==> src/rtl/ps2_key_cmd_ctrl_if.sv <==
// Key-event input and command output handshake between the PS/2 receiver,
// the key/command controller and the game FSM. The slave modport is the controller's view.
interface ps2_key_cmd_ctrl_if;
   logic       key_valid;
   logic [9:0] key_code;
   logic       cmd_valid;
   logic [2:0] cmd;
   logic       cmd_ready;

   modport master (output key_valid, key_code, cmd_ready, input cmd_valid, cmd);
   modport slave  (input key_valid, key_code, cmd_ready, output cmd_valid, cmd);
endinterface

==> src/rtl/ps2_key_cmd_ctrl.sv <==
// Decodes PS/2 move/restart keys, suppresses typematic repeat and queues one
// command per physical press in a small FIFO with a valid/ready output.
module ps2_key_cmd_ctrl #(
   parameter int DEPTH = 4,
   parameter int AW    = 2
) (
   input  logic                    clk,
   input  logic                    rst,
   ps2_key_cmd_ctrl_if.slave       bus,
   input  logic                    enable,
   input  logic                    flush,
   input  logic                    clr_ovf,
   output logic [8:0]              held,
   output logic                    ovf,
   output logic [7:0]              drop_cnt
);

   localparam logic [AW:0] FULL_CNT = (AW+1)'(DEPTH);

   logic [2:0]    r_mem [DEPTH];
   logic [AW-1:0] r_rd_ptr;
   logic [AW-1:0] r_wr_ptr;
   logic [AW:0]   r_count;
   logic [8:0]    r_held;
   logic          r_ovf;
   logic [7:0]    r_drop_cnt;

   logic          w_ext;
   logic          w_brk;
   logic [7:0]    w_sc;
   logic          w_hit;
   logic [3:0]    w_idx;
   logic [2:0]    w_cmd;
   logic          w_key_ev;
   logic          w_press;
   logic          w_push_req;
   logic          w_empty;
   logic          w_full;
   logic          w_pop;
   logic          w_push;
   logic          w_drop;

   assign w_ext = bus.key_code[9];
   assign w_brk = bus.key_code[8];
   assign w_sc  = bus.key_code[7:0];

   always_comb begin
      // NOTE: every output gets a default first, so no path leaves one unassigned and no latch is inferred.
      w_hit = 1'b1;
      w_idx = 4'd0;
      w_cmd = 3'd0;
      case ({w_ext, w_sc})
         9'h01D:  begin w_idx = 4'd0; w_cmd = 3'd0; end
         9'h01B:  begin w_idx = 4'd1; w_cmd = 3'd1; end
         9'h01C:  begin w_idx = 4'd2; w_cmd = 3'd2; end
         9'h023:  begin w_idx = 4'd3; w_cmd = 3'd3; end
         9'h175:  begin w_idx = 4'd4; w_cmd = 3'd0; end
         9'h172:  begin w_idx = 4'd5; w_cmd = 3'd1; end
         9'h16B:  begin w_idx = 4'd6; w_cmd = 3'd2; end
         9'h174:  begin w_idx = 4'd7; w_cmd = 3'd3; end
         9'h02D:  begin w_idx = 4'd8; w_cmd = 3'd4; end
         default: w_hit = 1'b0;
      endcase
   end

   // A make on an already-held key is typematic repeat and is ignored.
   assign w_key_ev   = bus.key_valid & w_hit;
   assign w_press    = w_key_ev & ~w_brk & ~r_held[w_idx];
   assign w_push_req = w_press & enable & ~flush;

   assign w_empty = (r_count == '0);
   assign w_full  = (r_count == FULL_CNT);
   assign w_pop   = ~w_empty & bus.cmd_ready & ~flush;
   assign w_push  = w_push_req & (~w_full | w_pop);
   assign w_drop  = w_push_req & w_full & ~w_pop;

   always_ff @(posedge clk or posedge rst) begin
      // NOTE: sequential state uses non-blocking assignments so all registers update together at the edge.
      if (rst)
         r_held <= '0;
      else if (w_key_ev)
         r_held[w_idx] <= ~w_brk;
   end

   always_ff @(posedge clk or posedge rst) begin
      if (rst) begin
         r_rd_ptr <= '0;
         r_wr_ptr <= '0;
         r_count  <= '0;
      end else if (flush) begin
         r_rd_ptr <= '0;
         r_wr_ptr <= '0;
         r_count  <= '0;
      end else begin
         if (w_push) r_wr_ptr <= r_wr_ptr + 1'b1;
         if (w_pop)  r_rd_ptr <= r_rd_ptr + 1'b1;
         case ({w_push, w_pop})
            2'b10:   r_count <= r_count + 1'b1;
            2'b01:   r_count <= r_count - 1'b1;
            default: r_count <= r_count;
         endcase
      end
   end

   always_ff @(posedge clk or posedge rst) begin
      // NOTE: the storage is reset because cmd must read 0 out of reset; it is only a few flops here.
      if (rst) begin
         for (int i = 0; i < DEPTH; i++) r_mem[i] <= 3'd0;
      end else if (w_push) begin
         r_mem[r_wr_ptr] <= w_cmd;
      end
   end

   // A drop in the same cycle as clr_ovf wins and restarts the count at one.
   always_ff @(posedge clk or posedge rst) begin
      if (rst) begin
         r_ovf      <= 1'b0;
         r_drop_cnt <= 8'd0;
      end else if (w_drop) begin
         r_ovf      <= 1'b1;
         if (clr_ovf)
            r_drop_cnt <= 8'd1;
         else if (r_drop_cnt != 8'hFF)
            r_drop_cnt <= r_drop_cnt + 8'd1;
      end else if (clr_ovf) begin
         r_ovf      <= 1'b0;
         r_drop_cnt <= 8'd0;
      end
   end

   assign bus.cmd_valid = ~w_empty;
   assign bus.cmd       = r_mem[r_rd_ptr];
   assign held          = r_held;
   assign ovf           = r_ovf;
   assign drop_cnt      = r_drop_cnt;

endmodule

==> src/flat_wrapper.sv <==
// flat-port wrapper written by rule: the top's interface ports become plain ports
module ps2_key_cmd_ctrl_flat 
#(
   parameter int DEPTH = 4,
   parameter int AW    = 2
)
  (clk, rst, enable, flush, clr_ovf, held, ovf, drop_cnt, bus_key_valid, bus_key_code, bus_cmd_ready, bus_cmd_valid, bus_cmd);
  ps2_key_cmd_ctrl_if bus_i ();
  input  logic clk;
  input  logic rst;
  input  logic enable;
  input  logic flush;
  input  logic clr_ovf;
  output logic [8:0] held;
  output logic ovf;
  output logic [7:0] drop_cnt;
  input wire logic [$bits(bus_i.key_valid)-1:0] bus_key_valid;
  input wire logic [$bits(bus_i.key_code)-1:0] bus_key_code;
  input wire logic [$bits(bus_i.cmd_ready)-1:0] bus_cmd_ready;
  output wire logic [$bits(bus_i.cmd_valid)-1:0] bus_cmd_valid;
  output wire logic [$bits(bus_i.cmd)-1:0] bus_cmd;
  assign bus_i.key_valid = bus_key_valid;
  assign bus_i.key_code = bus_key_code;
  assign bus_i.cmd_ready = bus_cmd_ready;
  assign bus_cmd_valid = bus_i.cmd_valid;
  assign bus_cmd = bus_i.cmd;
  ps2_key_cmd_ctrl #(.DEPTH(DEPTH), .AW(AW)) u_core (.clk(clk), .rst(rst), .bus(bus_i), .enable(enable), .flush(flush), .clr_ovf(clr_ovf), .held(held), .ovf(ovf), .drop_cnt(drop_cnt));
endmodule
==> config.mk <==
export PLATFORM = sky130hd
export DESIGN_NAME = ps2_key_cmd_ctrl_flat
export DESIGN_NICKNAME = d
export VERILOG_FILES = /design/src/rtl/ps2_key_cmd_ctrl_if.sv /design/src/rtl/ps2_key_cmd_ctrl.sv /design/src/flat_wrapper.sv
export SDC_FILE = /design/constraint.sdc
export NUM_CORES = 1
export LEC_CHECK = 0
export BUFFER_PORTS_ARGS = -buffer_cell sky130_fd_sc_hd__buf_2
export CORE_MARGIN = 10
export CORE_UTILIZATION = 50
export CTS_BUF_LIST = sky130_fd_sc_hd__clkbuf_4 sky130_fd_sc_hd__clkbuf_8 sky130_fd_sc_hd__clkbuf_16
export DETAILED_ROUTE_END_ITERATION = 8
export MAX_ROUTING_LAYER = met4
export PLACE_DENSITY = 0.75
export SLEW_MARGIN = 20
export SYNTH_ARGS = -nofsm -noshare
export SYNTH_HDL_FRONTEND = slang
export SYNTH_SLANG_ARGS = --single-unit
==> constraint.sdc <==
create_clock -name clk -period 3.1 [get_ports clk]
set_clock_uncertainty 0.2 [all_clocks]
set_input_delay 0.31 -clock clk [delete_from_list [all_inputs] [get_ports clk]]
set_output_delay 0.31 -clock clk [all_outputs]
set_load 0.005 [all_outputs]
==> run_results.csv <==
group,metric,value,unit
status,status,"complete, no violations",
min_path,min_path_cells,2,
detailed_routing,wl,6050,µm
sta,finalCritPeriodShare,98.7,%
run,cap_violations,0,
synth,yosysWarnings,0,
synth,synth.cell_area,0.00235,mm²
grt,grt_pass1_wl,9780,µm
clocking,cts.htree.levels,2,
synth,synth_top_family_by_area,"simple AND/OR/NAND/NOR gates",
critical_path,start_kind,"input pin",
layout,finish.utilization,69.8,%
layout,synthToLayoutAreaGrowth,31.8,%
die,die_area,0.00785,mm²
sta,fmax,327,MHz
detailed_routing,postRouteAntennaNets,0,
place,dpl.hpwl,4360,µm
synth,synthXorXnorAreaFrac,0.744,%
synth,ys_seq_area_share,39.3,%
die,start_util,53.0,%
power_and_ir_drop,ir_drop,0.000310,V
critical_path,crit_path_start,"bus_key_code[9]",
synth,synth_edf_count,0,
synth,synth_ff_type,"dfrtp_1",
grt,overflow,0,
layout,nets,328,
critical_path,endpoint_kind,"flip-flop",
layout,antennaDiodeCount,0,
sta,setup_viol_count_final,0,
power_and_ir_drop,leakagePower,1.42,nW
synth,synth_fa_ha_area_share,3.51,%
detailed_routing,first_pass_iters,4,
synth,async_flop_share,100,%
synth,ys_types,59,
critical_path,setup.worst_path.class,"input pin to flip-flop",
die,die_x,88.6,µm
synth,syn_inst,232,
clocking,clockBufferDepth,2,
critical_path,r2r_setup_slack,0.20,ns
synth,ys_seq_elements,37,
clocking,cts_buffers,5,
clocking,cts_tree,"yes",
detailed_routing,via_per_inst,6.04,
min_path,hold_path_class,"input pin to flip-flop",
grt,gr-usage-all-layers,16.0,%
sta,finalSetupTns,0,ns
clocking,cts_root_buffer,"clkbuf_8",
critical_path,cp.required,3.08,ns
sta,max_slew_margin,66.2,%
critical_path,reg2regPathDepth,11,
sta,fin_crit,3.06,ns
synth,synth_compound_area_share,14.7,%
die,num_io_pins,39,
critical_path,worstPathArrival,3.04,ns
sta,worst_pin_slew,0.506,ns
place,io_buffers,38,
critical_path,crit_fanout,5,
detailed_routing,drt-initial-drc-count,92,
clocking,clk_pin_slew,0.08,ns
sta,report.final.slew_viol_count,0,
detailed_routing,via_count,2163,
layout,n_fill_cell,320,
critical_path,r2r-start,"u_core.held[3]",
grt,grt_pass1_vias,2079,
grt,grt_max_degree,38,
sta,rsz0062_at_grt,"true",
die,core,0.00444,mm²
grt,antenna_found_initial,0,
synth,syn_nets,255,
synth,synth_area_per_cell,10.1,µm²
critical_path,reg2reg_to,"u_core.r_count[1]",
critical_path,endpoint,"u_core.r_count[2]",
layout,drive_above_1_share,41.2,%
die,num_rows,24,
synth,muxShareOfSynthArea,12.7,%
min_path,hp-start,"clr_ovf",
sta,finalHoldViolCount,0,
place,gp_congestion,0.860,
power_and_ir_drop,power.density,338,mW/mm²
detailed_routing,wl_per_cell,16.9,µm
synth,synth_simple_gate_area_share,25.5,%
clocking,insertion_delay,0.30,ns
detailed_routing,remaining_drc_errors,0,
clocking,clock_sinks,37,
die,chipHeight,88.6,µm
worst max-delay path, stage by stage:
cell	delay (ns)
buf_8	0.08
buf_6	0.09
and4b_2	0.27
nand4b_1	0.25
a41oi_2	0.36
o2111ai_4	0.18
a2111oi_4	0.38
nor3_2	0.10
fa_2	0.37
and3_4	0.15
mux2i_1	0.15
mux2_2	0.35
layer usage:
metal  wire (µm)  up-vias  GRT usage [%]
met3         329       11           3.86
li1            -     1034              -
met4         113        0           6.02
met1        2610     1054           19.4
met5           0        -              -
met2        3000       64           25.2
cell families (layout without fill, tap and decap cells):
| kind of cell | count (synthesis) | count (layout) |
|---|---|---|
| AND/OR/NAND/NOR | 97 | 97 |
| AO/OA/AOI/OAI | 45 | 45 |
| adder cells (fa/ha/maj) | 6 | 6 |
| buffers and inverters | 21 | 95 |
| multiplexers | 24 | 24 |
| flip-flops | 37 | 37 |
| XOR/XNOR | 2 | 2 |
registers in the layout, indices dropped and copies added, names as in the netlist:
register	flops
u_core.r_mem	12
u_core.held	9
u_core.drop_cnt	8
u_core.r_count	3
u_core.r_rd_ptr	2
u_core.r_wr_ptr	2
u_core.ovf	1
stage by stage:
step | hold WS, ns | std cells | setup slack [ns] | power (mW) | instance area, µm²
after floorplan | 0.274 | 232 | -0.234 | 0.556 | 2390
after global placement | 0.244 | 344 | -0.230 | 0.604 | 2840
after detailed placement | 0.249 | 344 | -0.264 | 0.606 | 2840
after CTS | 0.124 | 353 | 0.0458 | 1.05 | 2970
after global routing | 0.166 | 358 | -0.0290 | 1.09 | 3100
final | 0.136 | 358 | 0.0415 | 1.05 | 3100
report_power, final:
part           switching [mW]  internal, mW
logic                  0.0641        0.0503
registers             0.00627         0.487
clock network           0.180         0.262
worst min path at each step:
stage / slack [ns] / to
final: 0.14 / u_core.drop_cnt[6]
after global routing: 0.17 / u_core.held[6]
after CTS: 0.12 / u_core.drop_cnt[6]
after detailed placement: 0.25 / u_core.held[6]
after global placement: 0.24 / u_core.held[6]
after floorplan: 0.27 / u_core.r_mem[3]
layout by cell type (no fill, tap or decap), types with 4 or more instances in the layout:
master / netlist / routed
and3_1: 5 / 4
mux2i_1: 5 / 5
o21ai_0: 8 / 8
buf_4: 1 / 35
or4_1: 5 / 4
inv_1: 12 / 12
o211ai_1: 4 / 4
buf_2: 1 / 35
nand4_1: 5 / 5
a21oi_1: 8 / 8
dfrtp_1: 37 / 37
nor2b_1: 7 / 4
ha_1: 5 / 5
nor2_1: 14 / 14
nand2_1: 12 / 11
nand3_1: 20 / 19
o31ai_1: 8 / 8
clkbuf_8: 0 / 6
mux2_2: 16 / 15
cell usage after synthesis, types with 7 or more instances:
library cell	instances	area, µm²
nor2_1	14	52.6
nand3_1	20	100
o21ai_0	8	40.0
a21oi_1	8	40.0
nor2b_1	7	43.8
nand2_1	12	45.0
mux2_2	16	180
dfrtp_1	37	926
o31ai_1	8	60.1
inv_1	12	45.0
layout make-up:
class                      count  area [µm²]  share of cell area (%)
inverter                      12        45.0                    1.45
timing repair buffer          75         497                    16.0
clock buffer                   6        82.6                    2.66
multi-input combinational    174        1450                    46.7
clock inverter                 2        37.5                    1.21
tap                           52        65.1                    2.10
sequential                    37         926                    29.9
repair_timing:
item                                   4_1_cts  5_1_grt
gates resized for setup                      0       20
hold buffers                                 1        0
buffers inserted                             0        5
endpoints found under the hold margin       37        0
setup endpoints to repair                    0        2
Power figures use the tool's default switching activity.
